**src/rtl/ws_pe_dbuf.sv**
```systemverilog
`default_nettype none
// +----------------------------------------------------------------------------+
// | Module  : ws_pe_dbuf                                                       |
// | Brief   : signed weight-stationary MAC PE with ping-pong weight banks.     |
// |           Define WS_PE_SAT_EN to clamp psum_out on overflow.               |
// | Revision: 1.0                                                              |
// +----------------------------------------------------------------------------+
module ws_pe_dbuf #(
  parameter int DATA_WIDTH = 8,
  parameter int ACC_WIDTH  = 16
) (
  input  logic                  clk,
  input  logic                  reset,
  input  logic                  w_load,
  input  logic [DATA_WIDTH-1:0] w_data,
  input  logic                  w_swap,
  input  logic                  valid_in,
  input  logic [DATA_WIDTH-1:0] input_in,
  input  logic [ACC_WIDTH-1:0]  psum_in,
  output logic                  valid_out,
  output logic [DATA_WIDTH-1:0] input_out,
  output logic [ACC_WIDTH-1:0]  psum_out,
  output logic                  active_bank,
  output logic                  w_pending,
  output logic                  swap_err,
  output logic                  ovf
);

  localparam int c_prod_w = 2 * DATA_WIDTH;
  localparam int c_ext_w  = ACC_WIDTH + 1 - c_prod_w;
  localparam logic [ACC_WIDTH-1:0] c_acc_max = {1'b0, {(ACC_WIDTH-1){1'b1}}};
  localparam logic [ACC_WIDTH-1:0] c_acc_min = {1'b1, {(ACC_WIDTH-1){1'b0}}};

  logic [DATA_WIDTH-1:0] bank0_q, bank0_d;
  logic [DATA_WIDTH-1:0] bank1_q, bank1_d;
  logic                  active_bank_q, active_bank_d;
  logic                  w_pending_q, w_pending_d;
  logic                  swap_err_q, swap_err_d;
  logic                  valid_out_q, valid_out_d;
  logic                  ovf_q, ovf_d;
  logic [DATA_WIDTH-1:0] input_out_q, input_out_d;
  logic [ACC_WIDTH-1:0]  psum_out_q, psum_out_d;

  logic [DATA_WIDTH-1:0] w_weight;
  logic [c_prod_w-1:0]   w_in_ext;
  logic [c_prod_w-1:0]   w_wt_ext;
  logic [c_prod_w-1:0]   w_prod;
  logic [ACC_WIDTH:0]    w_sum;
  logic                  w_sum_ovf;
  logic [ACC_WIDTH-1:0]  w_result;
  logic                  w_swap_ok;

  // Datapath: low 2*DATA_WIDTH bits of the product of sign-extended operands
  // equal the signed product; one guard bit on the sum exposes overflow.
  always_comb begin
    w_weight  = active_bank_q ? bank1_q : bank0_q;
    w_in_ext  = {{DATA_WIDTH{input_in[DATA_WIDTH-1]}}, input_in};
    w_wt_ext  = {{DATA_WIDTH{w_weight[DATA_WIDTH-1]}}, w_weight};
    w_prod    = w_in_ext * w_wt_ext;
    w_sum     = {psum_in[ACC_WIDTH-1], psum_in}
              + {{c_ext_w{w_prod[c_prod_w-1]}}, w_prod};
    w_sum_ovf = w_sum[ACC_WIDTH] ^ w_sum[ACC_WIDTH-1];
    w_result  = w_sum[ACC_WIDTH-1:0];
`ifdef WS_PE_SAT_EN
    if (w_sum_ovf) begin
      w_result = w_sum[ACC_WIDTH] ? c_acc_min : c_acc_max;
    end
`else
`endif
  end

  always_comb begin
    bank0_d       = bank0_q;
    bank1_d       = bank1_q;
    active_bank_d = active_bank_q;
    w_pending_d   = w_pending_q;
    valid_out_d   = valid_in;
    ovf_d         = ovf_q;
    input_out_d   = input_out_q;
    psum_out_d    = psum_out_q;
    w_swap_ok     = w_swap & w_pending_q;
    swap_err_d    = w_swap & ~w_pending_q;

    // The load always targets the pre-swap shadow bank.
    if (w_load) begin
      if (active_bank_q) bank0_d = w_data;
      else               bank1_d = w_data;
    end

    if (w_swap_ok) begin
      active_bank_d = ~active_bank_q;
      w_pending_d   = 1'b0;
    end else if (w_load) begin
      w_pending_d   = 1'b1;
    end

    if (valid_in) begin
      psum_out_d  = w_result;
      input_out_d = input_in;
      ovf_d       = w_sum_ovf;
    end
  end

  always_ff @(posedge clk) begin
    if (reset) begin
      bank0_q       <= '0;
      bank1_q       <= '0;
      active_bank_q <= 1'b0;
      w_pending_q   <= 1'b0;
      swap_err_q    <= 1'b0;
      valid_out_q   <= 1'b0;
      ovf_q         <= 1'b0;
      input_out_q   <= '0;
      psum_out_q    <= '0;
    end else begin
      bank0_q       <= bank0_d;
      bank1_q       <= bank1_d;
      active_bank_q <= active_bank_d;
      w_pending_q   <= w_pending_d;
      swap_err_q    <= swap_err_d;
      valid_out_q   <= valid_out_d;
      ovf_q         <= ovf_d;
      input_out_q   <= input_out_d;
      psum_out_q    <= psum_out_d;
    end
  end

  assign valid_out   = valid_out_q;
  assign input_out   = input_out_q;
  assign psum_out    = psum_out_q;
  assign active_bank = active_bank_q;
  assign w_pending   = w_pending_q;
  assign swap_err    = swap_err_q;
  assign ovf         = ovf_q;

endmodule
`default_nettype wire
```
**config.mk**
```make
export PLATFORM = sky130hd
export DESIGN_NAME = ws_pe_dbuf
export DESIGN_NICKNAME = d
export VERILOG_FILES = /design/src/rtl/ws_pe_dbuf.sv
export SDC_FILE = /design/constraint.sdc
export NUM_CORES = 1
export LEC_CHECK = 0
export CELL_PAD_IN_SITES_DETAIL_PLACEMENT = 1
export CELL_PAD_IN_SITES_GLOBAL_PLACEMENT = 2
export CORE_ASPECT_RATIO = 1.75
export CORE_MARGIN = 5
export CORE_UTILIZATION = 25
export CTS_CLUSTER_SIZE = 28
export DETAILED_ROUTE_END_ITERATION = 10
export MAX_ROUTING_LAYER = met4
export PLACE_DENSITY = 0.58
export SLEW_MARGIN = 20
export SYNTH_ARGS = -nofsm -noshare
export SYNTH_HDL_FRONTEND = slang
export SYNTH_SLANG_ARGS = --single-unit
```
**constraint.sdc**
```tcl
create_clock -name clk -period 10.4 [get_ports clk]
set_input_delay 1.56 -clock clk [delete_from_list [all_inputs] [get_ports clk]]
set_output_delay 1.56 -clock clk [all_outputs]
set_load 0.02 [all_outputs]
```
==> results.cfg <==
[pwr]
p_sw_mw = 0.249
p_sw_frac = 0.369
powerDensity_mw_per_mm2 = 115
p_int_mw = 0.425
p_clk_frac = 0.248
ir_drop_mv = 0.0697
p_seq_frac = 0.299
p_comb_frac = 0.453
p_leak_nw = 2.69

[finish]
syn_to_final_growth_pct = 21.3
post-route-cell-area_sq_mm = 0.00584
diodes = 0
register_area_sq_um = 901
drive_above_1_share = 0.0524
fin_util = 0.307
final_cells = 794
multi_input_area_sq_mm = 0.00355
fill_cells = 2159
nets = 704

[logic_synthesis]
yosys.area.top_type_share = 0.316
yosys-top-cells-area = fa_1 32%, dfxtp_1 19%, ha_1 10%, mux2i_1 6.7%, inv_1 6.1%
ys_async_sr_fraction = 0
ys_types = 47
synth.avg_cell_area_sq_um = 9.68
netlist_instances = 497
yosysMostFrequentCell = inv_1
ys_seq_elements = 45
yosysWarnings = 0
syn-num-nets = 649
synthesis.area_sq_mm = 0.00481
yosys.area.top_type = fa_1
synthTopCellsByCount = 78 x inv_1, 76 x fa_1, 45 x dfxtp_1, 41 x nor2_1, 39 x ha_1
synthFlopType = dfxtp_1
yosysSeqAreaShare = 0.187
synth_edf_count = 0

[sta]
holdWs_ns = 0.455
skew_ns = 0.00497
tns_ns = 0
tightestPinTransition_ns = 1.03
slew_viol_final = 0
period_share = 0.647
setup_viol = 0
max_slew_margin = 0.297
rsz0062_at_grt = false
report.final.hold_viol_count = 0
fmax_mhz = 149
fin_crit_ns = 6.73

[grt]
grt_max_degree = 50
antenna_found_initial = 0
first_global_vias = 4125
grt_pass1_wl_mm = 21.1
grt-ovfl-total = 0
grt_use_total = 0.123

[routing]
drt_pass1_iterations = 4
totalWireLength_mm = 12.3
post-route-drc-count = 0
routedWlPerCell_um = 15.5
route.antenna.remaining_nets = 0
num_vias = 3486
detail_route.iter0.violations = 100
via_per_inst = 4.39

[floorplan]
dieWidth_um = 115
rows = 67
core_area_sq_mm = 0.0190
start_util = 0.253
die_y_um = 194
die_area_sq_mm = 0.0222
io_pins = 66

[placement]
place_inst = 786
dpl_cell_area_sq_mm = 0.00569
io_buffers = 65
routabilityCongestion = 0.729
dp_hpwl_mm = 10.4

[critical_path]
cp.arrival_ns = 6.93
startpoint_type = input port
crit_path_end_kind = flop
crit_fanout = 9
critPathKind = input port to flop
crit_required_ns = 10.60

[cts]
cts_tree = yes
cts_sinks = 45
cts-root-buf = clkbuf_16
cts_buffer_depth = 2
clkTransAtPathRegs_ns = 0.06
numCtsBuffers = 5
clk_latency_ns = 0.30
cts_max_level = 2
post_cts_buffers = 0
ctsResizeCount = 0
hold_buffers = 0

[worst_hold_path]
hold_path_class = flop to flop

[run]
drv_cap = 0

[status]
status = finished clean
## worst paths after layout
kind / end / depth (start not counted) / slack [ns] / start
setup / recovery: ovf / 16 / 3.67 / input_in[7]
hold reg to reg: bank0_q[4] / 2 / 0.45 / bank0_q[4]
hold / removal: bank0_q[4] / 2 / 0.45 / bank0_q[4]
setup reg to reg: psum_out[15] / 17 / 4.12 / active_bank
## power by group through the flow
stage	combinational (mW)	sequential, mW	clock [mW]
CTS	0.319	0.203	0.177
floorplan	0.190	0.220	0
global placement	0.314	0.206	0
finish	0.305	0.202	0.167
detailed placement	0.317	0.206	0
global route	0.346	0.205	0.184
## logic make-up after synthesis
logic type | Yosys count | share of synthesized area
buf+inv | 95 | 0.0754
compound gates | 48 | 0.0691
xor+xnor | 14 | 0.0255
fa+ha+maj | 115 | 0.417
simple gates | 144 | 0.149
flops | 45 | 0.187
mux | 36 | 0.0759
## registers in the layout, indices dropped and copies added (netlist names)
| register | flops |
|---|---|
| psum_out | 16 |
| bank1_q | 8 |
| bank0_q | 8 |
| input_out | 8 |
| active_bank | 1 |
| swap_err | 1 |
| valid_out | 1 |
| w_pending | 1 |
| ovf | 1 |
## layer usage
| layer | track usage | vias to the layer above | wire length (um) |
|---|---|---|---|
| met3 | 0.0122 | 6 | 293 |
| li1 | - | 1671 | - |
| met4 | 0.0409 | 0 | 193 |
| met5 | - | - | 0 |
| met1 | 0.125 | 1769 | 4280 |
| met2 | 0.238 | 40 | 7510 |
## cell usage in the layout, fill, tap and decap left out, types with 3 or more instances in the layout
cell | netlist | routed
nand3_1 | 10 | 10
nor2b_1 | 20 | 20
xnor2_1 | 13 | 13
nor3b_1 | 3 | 3
mux2i_1 | 32 | 32
nor2_1 | 41 | 41
clkbuf_16 | 0 | 5
dfxtp_1 | 45 | 45
o21bai_1 | 3 | 3
a21oi_1 | 18 | 18
and2_1 | 12 | 12
nand2b_1 | 7 | 7
mux2_2 | 4 | 4
clkdlybuf4s50_1 | 0 | 63
a21o_1 | 3 | 3
inv_1 | 78 | 78
fa_1 | 76 | 76
nand2_1 | 38 | 38
ha_1 | 39 | 39
o21ai_1 | 5 | 5
## worst max-delay path, cell delays in order
cell and delay, ns:
clkdlybuf4s50_1 0.66, and2_1 0.58, inv_1 0.13, fa_1 0.50
inv_1 0.05, fa_1 0.48, fa_1 0.56, fa_1 0.44
fa_1 0.47, ha_1 0.37, o21ai_0 0.15, o211ai_2 0.21
nand4_1 0.15, a21boi_0 0.30, o221ai_1 0.19, o311ai_2 0.10
## final cells by class
type,instances,share of cell area
clock buffers,6,0.0238
inverters,78,0.0502
clock inverters,2,0.00236
flip-flops and latches,45,0.154
repair buffers,65,0.110
well taps,241,0.0517
multi-input cells,357,0.608
## through the flow
stage               worst slack, ns  power (mW)
finish                         3.67       0.674
floorplan                      4.27       0.410
detailed placement             3.27       0.524
CTS                            3.57       0.698
global route                   3.25       0.734
global placement               3.34       0.520
(Power assumes the default switching activity.)
